File: config.mk
export PLATFORM = sky130hd
export DESIGN_NAME = sw_alu_display
export DESIGN_NICKNAME = d
export VERILOG_FILES = /design/src/rtl/sw_alu_display.sv
export SDC_FILE = /design/constraint.sdc
export NUM_CORES = 1
export LEC_CHECK = 0
export CAP_MARGIN = 40
export CELL_PAD_IN_SITES_DETAIL_PLACEMENT = 2
export CELL_PAD_IN_SITES_GLOBAL_PLACEMENT = 2
export CORE_UTILIZATION = 35
export CTS_CLUSTER_DIAMETER = 40
export DETAILED_ROUTE_END_ITERATION = 10
export HOLD_SLACK_MARGIN = 0.15
export PLACE_DENSITY_LB_ADDON = 0.1
export SETUP_SLACK_MARGIN = 0.3
export SLEW_MARGIN = 10
export SYNTH_ARGS = -nofsm -noshare
export SYNTH_HDL_FRONTEND = slang
export SYNTH_SLANG_ARGS = --single-unit
File: constraint.sdc
create_clock -name clk -period 3.7 [get_ports clk]
set_input_delay 0.74 -clock clk [delete_from_list [all_inputs] [get_ports clk]]
set_output_delay 0.74 -clock clk [all_outputs]
set_load 0.02 [all_outputs]
File: src/rtl/sw_alu_display.sv
`default_nettype none
// -------------------------------------------------------------------------
// sw_alu_display : switch operands -> pass/add/sub/mul -> 7-segment hex digits
// Rev 1.0 - initial release
// -------------------------------------------------------------------------
module sw_alu_display #(
  parameter int WIDTH           = 5,
  parameter int NDIGITS         = 4,
  parameter int DEBOUNCE_CYCLES = 500000,
  parameter int LZ_BLANK        = 0
) (
  input  logic                   clk,
  input  logic                   rst_n,
  input  logic [2*WIDTH-1:0]     sw,
  input  logic [1:0]             key,
  output logic [8*NDIGITS-1:0]   hex,
  output logic [1:0]             mode_led,
  output logic                   flag_led
);

  localparam int RW = 4 * NDIGITS;
  localparam int CW = $clog2(DEBOUNCE_CYCLES);

  if (RW < 2 * WIDTH + 1) begin : g_bad_ndigits
    $error("sw_alu_display: NDIGITS too small to show 2*WIDTH+1 result bits");
  end
  if (DEBOUNCE_CYCLES < 2) begin : g_bad_debounce
    $error("sw_alu_display: DEBOUNCE_CYCLES must be at least 2");
  end

  logic [2*WIDTH-1:0] sw_s1_q, sw_s2_q;
  logic [1:0]         key_s1_q, key_s2_q, db_dly_q, mode_q;
  logic [1:0]         db, press;

  always_ff @(posedge clk or negedge rst_n) begin
    if (!rst_n) begin
      sw_s1_q  <= '0;
      sw_s2_q  <= '0;
      key_s1_q <= 2'b11;
      key_s2_q <= 2'b11;
      db_dly_q <= 2'b11;
      mode_q   <= 2'b00;
    end else begin
      sw_s1_q  <= sw;
      sw_s2_q  <= sw_s1_q;
      key_s1_q <= key;
      key_s2_q <= key_s1_q;
      db_dly_q <= db;
      mode_q   <= mode_q ^ press;
    end
  end

  // Keys are active-low, so a press is a debounced 1->0 step.
  assign press = db_dly_q & ~db;

  for (genvar k = 0; k < 2; k++) begin : g_debounce
    logic [CW-1:0] cnt_q;
    logic          db_q;

    always_ff @(posedge clk or negedge rst_n) begin
      if (!rst_n) begin
        cnt_q <= '0;
        db_q  <= 1'b1;
      end else if (key_s2_q[k] == db_q) begin
        cnt_q <= '0;
      end else if (cnt_q == CW'(DEBOUNCE_CYCLES - 1)) begin
        cnt_q <= '0;
        db_q  <= key_s2_q[k];
      end else begin
        cnt_q <= cnt_q + CW'(1);
      end
    end

    assign db[k] = db_q;
  end

  logic [WIDTH-1:0]   a, b;
  logic [WIDTH:0]     sum, diff, mag;
  logic [2*WIDTH-1:0] prod;
  logic [RW-1:0]      r_d, r_q;
  logic               flag_d, flag_q;

  assign a    = sw_s2_q[WIDTH-1:0];
  assign b    = sw_s2_q[2*WIDTH-1:WIDTH];
  assign sum  = {1'b0, a} + {1'b0, b};
  assign diff = {1'b0, a} - {1'b0, b};
  assign mag  = diff[WIDTH] ? -diff : diff;
  assign prod = {{WIDTH{1'b0}}, a} * {{WIDTH{1'b0}}, b};

  always_comb begin
    r_d    = '0;
    flag_d = 1'b0;
    case (mode_q)
      2'b00:   r_d = RW'({b, a});
      2'b01: begin
        r_d    = RW'(sum);
        flag_d = sum[WIDTH];
      end
      2'b10: begin
        r_d    = RW'(mag);
        flag_d = diff[WIDTH];
      end
      default: r_d = RW'(prod);
    endcase
  end

  function automatic logic [7:0] glyph(input logic [3:0] n);
    case (n)
      4'h0: glyph = 8'hC0;  4'h1: glyph = 8'hF9;
      4'h2: glyph = 8'hA4;  4'h3: glyph = 8'hB0;
      4'h4: glyph = 8'h99;  4'h5: glyph = 8'h92;
      4'h6: glyph = 8'h82;  4'h7: glyph = 8'hF8;
      4'h8: glyph = 8'h80;  4'h9: glyph = 8'h90;
      4'hA: glyph = 8'h88;  4'hB: glyph = 8'h83;
      4'hC: glyph = 8'hC6;  4'hD: glyph = 8'hA1;
      4'hE: glyph = 8'h86;  default: glyph = 8'h8E;
    endcase
  endfunction

  logic [8*NDIGITS-1:0] hex_d, hex_q;
  logic                 seen_nz;

  // Scan from the top digit so a digit blanks only when everything above is zero too.
  always_comb begin
    hex_d   = '1;
    seen_nz = 1'b0;
    for (int d = NDIGITS - 1; d >= 0; d--) begin
      seen_nz = seen_nz | (r_q[4*d +: 4] != 4'h0);
      if (LZ_BLANK != 0 && d != 0 && !seen_nz) hex_d[8*d +: 8] = 8'hFF;
      else                                     hex_d[8*d +: 8] = glyph(r_q[4*d +: 4]);
    end
  end

  always_ff @(posedge clk or negedge rst_n) begin
    if (!rst_n) begin
      r_q    <= '0;
      flag_q <= 1'b0;
      hex_q  <= '1;
    end else begin
      r_q    <= r_d;
      flag_q <= flag_d;
      hex_q  <= hex_d;
    end
  end

  assign hex      = hex_q;
  assign mode_led = mode_q;
  assign flag_led = flag_q;

endmodule
`default_nettype wire

==> results of run 1 <==
[through the flow]
step | utilization [%] | area [sq um] | instances
CTS | 41.9 | 6680 | 814
finish | 42.3 | 6740 | 816
detailed placement | 39.7 | 6330 | 795
global route | 42.3 | 6740 | 816
global placement | 39.7 | 6330 | 795
floorplan | - | 5770 | 555
[report_power, final]
part           internal [mW]  total (mW)  switching, mW  leakage (nW)
sequential              1.14        1.17         0.0359          1.21
combinational          0.207       0.468          0.261          1.62
clock                  0.537       0.981          0.445         0.153
[kinds of logic after synthesis]
family,Yosys count,synth area share (%)
AOI/OAI and AO/OA,72,8.58
buffers and inverters,69,6.31
and+or+nand+nor,201,18.6
muxes,9,2.07
other,2,0.131
adders and majority gates,58,14.1
DFF,99,43.8
xor gates and xnor gates,41,6.40
[final cells by class]
cell class                      instances  share of cell area, %
Clock buffer                            9                   3.34
Clock inverter                          7                   1.21
Inverter                               44                   2.45
Multi-Input combinational cell        387                   43.8
Sequential cell                        99                   37.3
Tap cell                              216                   4.01
Timing Repair Buffer                   54                   7.87
[sequential cells by signal (all words and copies together) (netlist names)]
signal / flops
key_s2_q: 2
mode_led: 2
sw_s1_q: 10
hex: 20
g_debounce.cnt_q: 38
g_debounce.db_q: 2
flag_led: 1
r_q: 10
db_dly_q: 2
sw_s2_q: 10
key_s1_q: 2
[path summary, 6_finish.rpt]
path | start | endpoint | slack, ns | cells after the start
worst max-delay path | sw_s2_q[2] | r_q[8] | 0.41 | 12
worst min-delay path | sw_s1_q[4] | sw_s2_q[4] | 0.35 | 0
worst max register to register | sw_s2_q[2] | r_q[8] | 0.41 | 12
worst min register to register | sw_s1_q[4] | sw_s2_q[4] | 0.35 | 0
max in group asynchronous | rst_n | hex[9] | 2.48 | 2
min in group asynchronous | rst_n | sw_s1_q[0] | 0.47 | 1
[timing repair]
item | in CTS | in global routing
setup endpoints to repair | 3 | 4
gates resized for setup | 8 | 9
buffers inserted | 3 | 2
pin swaps | 7 | 9
[cells in the final DEF (no fill, tap or decap), drive strengths merged, types with 4 or more instances in the layout]
master,netlist,routed
dfrtp,71,71
nor2,65,65
ha,47,47
inv,43,47
clkdlybuf4s50,0,42
nand2,29,29
dfstp,28,28
xor2,23,23
nand3,23,23
xnor2,18,18
a21oi,16,16
o21ai,16,16
nand4,14,14
and3,13,13
nor2b,13,13
buf,21,12
and2,11,11
fa,11,11
clkbuf,4,9
nor3,9,9
conb,2,6
or2,6,6
o22ai,5,5
nand2b,4,4
mux2i,4,4
o211ai,4,4
nor4,4,4
[per-layer routing]
metal  wire length [um]  part of all wire (%)  GRT usage, %
met1               6070                    43          22.5
met2               7350                    53          32.6
met3                326                   2.3          2.71
met4                215                   1.5          6.29
met5                  0                     0             0
==> results.toml, run 1 <==
[outcome]
status = "finished, final reports clean"

[setup_path]
crit_required_ns = 3.95
path_cells = "ha_4 -> inv_2 -> fa_1 -> fa_1 -> fa_1 -> inv_2 -> ha_4 -> nor2b_4 -> o21ai_2 -> a21boi_2 -> or4_1 -> o311ai_1"
crit_family = "adder cells"
max_stage_delay_ns = 0.52
critPathLaunchType = "flip-flop"
path_class = "reg -> reg"
cp_slowest_cell = "fa_1"
crit_arrival_ns = 3.54
path_max_fanout = 4
cp-end-kind = "flip-flop"
crit_top_cell = "fa_1"
path_buf_inv = 2

[grt]
grt_max_degree = 63
grt_pass1_vias = 4561
grt_overflow = 0
antenna_found_initial = 0
grt_first_pass_wirelength_mm = 23.5
globalRouteTotalUtil_pct = 18.3

[finish]
fillers = 1690
areaGrowthSynthToFinish_pct = 17.6
seqCellArea_sq_mm = 0.00251
antenna_cells = 0
drive_gt1_share_pct = 15.5
multi_input_area_sq_mm = 0.00296
fin_nets = 667

[synthesis]
synth-seq-area-share_pct = 43.8
synth_ff_type = "dfrtp_1"
synth_warnings = 0
yosysUniqueCellTypes = 72
avgSynthCellArea_sq_um = 10.4
synth.top_cell.area_share_pct = 31.0
synth_common_cells = "dfrtp_1 (71), nor2_1 (65), ha_1 (47), inv_1 (43), nand2_1 (29)"
ys_ff_latch = 99
yosysMostFrequentCell = "dfrtp_1"
synth_edf_count = 0
synth_area_leaders = "dfrtp_1 (31%), dfstp_2 (13%), ha_1 (10%)"
synth_area_leader_cell = "dfrtp_1"
postSynth.asyncResetShare_pct = 100
syn_inst = 551
synthesis.area_sq_mm = 0.00573

[job]
maxCapViolations = 0

[floorplan]
std_cell_rows = 46
ioPinCount = 49
fp.dieH_um = 130
die-area_sq_mm = 0.0169
die_x_um = 130
start_util_pct = 36.0
fp.coreArea_sq_mm = 0.0159

[clock_network]
clkSinkCount = 99
cts_tree = "built"
clk_pin_slew_ns = 0.07
numCtsBuffers = 9
cts_hold_buf = 0
clkLatencyLatePin_ns = 0.36
cts_root_buffer = "clkbuf_16"
h-tree-depth = 3
clk_path_buf_depth = 2

[route]
drt-total-wl_mm = 14.0
dr.first_iter.drc_count = 161
antenna_left = 0
routedWlPerCell_um = 17.1
via_count = 4097
drc = 0
firstDrtPassIters = 4
via_per_inst = 5.02

[worst_hold_path]
hp-class = "reg -> reg"

[timing]
hold_slack_ns = 0.353
finalCritPeriodShare_pct = 89.0
drv_slew = 0
worst_pin_slew_ns = 0.815
setup_tns_ns = 0
finalSetupViolCount = 0
maxClockFrequency_mhz = 304
hold_viol = 0
setup_slack_ns = 0.406
rsz0062_at_grt = "true"
min_period_ns = 3.29
fin_worst_skew_ns = 0.00879
maxSlewHeadroom_pct = 45.7

[power_and_ir_drop]
powerDensity_mw_per_mm2 = 389
ir_drop_mv = 0.237
p_leak_nw = 2.98
finalPower_mw = 2.62

[placement]
dp_slack_ns = 0.171
portBuffers = 43
globalplace.congestion = 0.842
dp.final_hpwl_mm = 10.5
Power figures use the tool's default switching activity.
==> run 2, diff against run 1 <==
--- a/config.mk
+++ b/config.mk
@@ -14,6 +14,7 @@
 export HOLD_SLACK_MARGIN = 0.15
 export PLACE_DENSITY_LB_ADDON = 0.1
 export SETUP_SLACK_MARGIN = 0.3
+export SKIP_LAST_GASP = 1
 export SLEW_MARGIN = 10
 export SYNTH_ARGS = -nofsm -noshare
 export SYNTH_HDL_FRONTEND = slang
==> constraint.sdc (replaced) <==
create_clock -name clk -period 3.7 [get_ports clk]
set_input_delay 0.74 -clock clk [delete_from_list [all_inputs] [get_ports clk]]
set_output_delay 0.74 -clock clk [all_outputs]
set_load 0.005 [all_outputs]
==> results of run 2 <==
The final DEF is identical to that of run 1. Status: finished, final reports clean.
Main changes from that run: total power 2.62 mW -> 2.59 mW
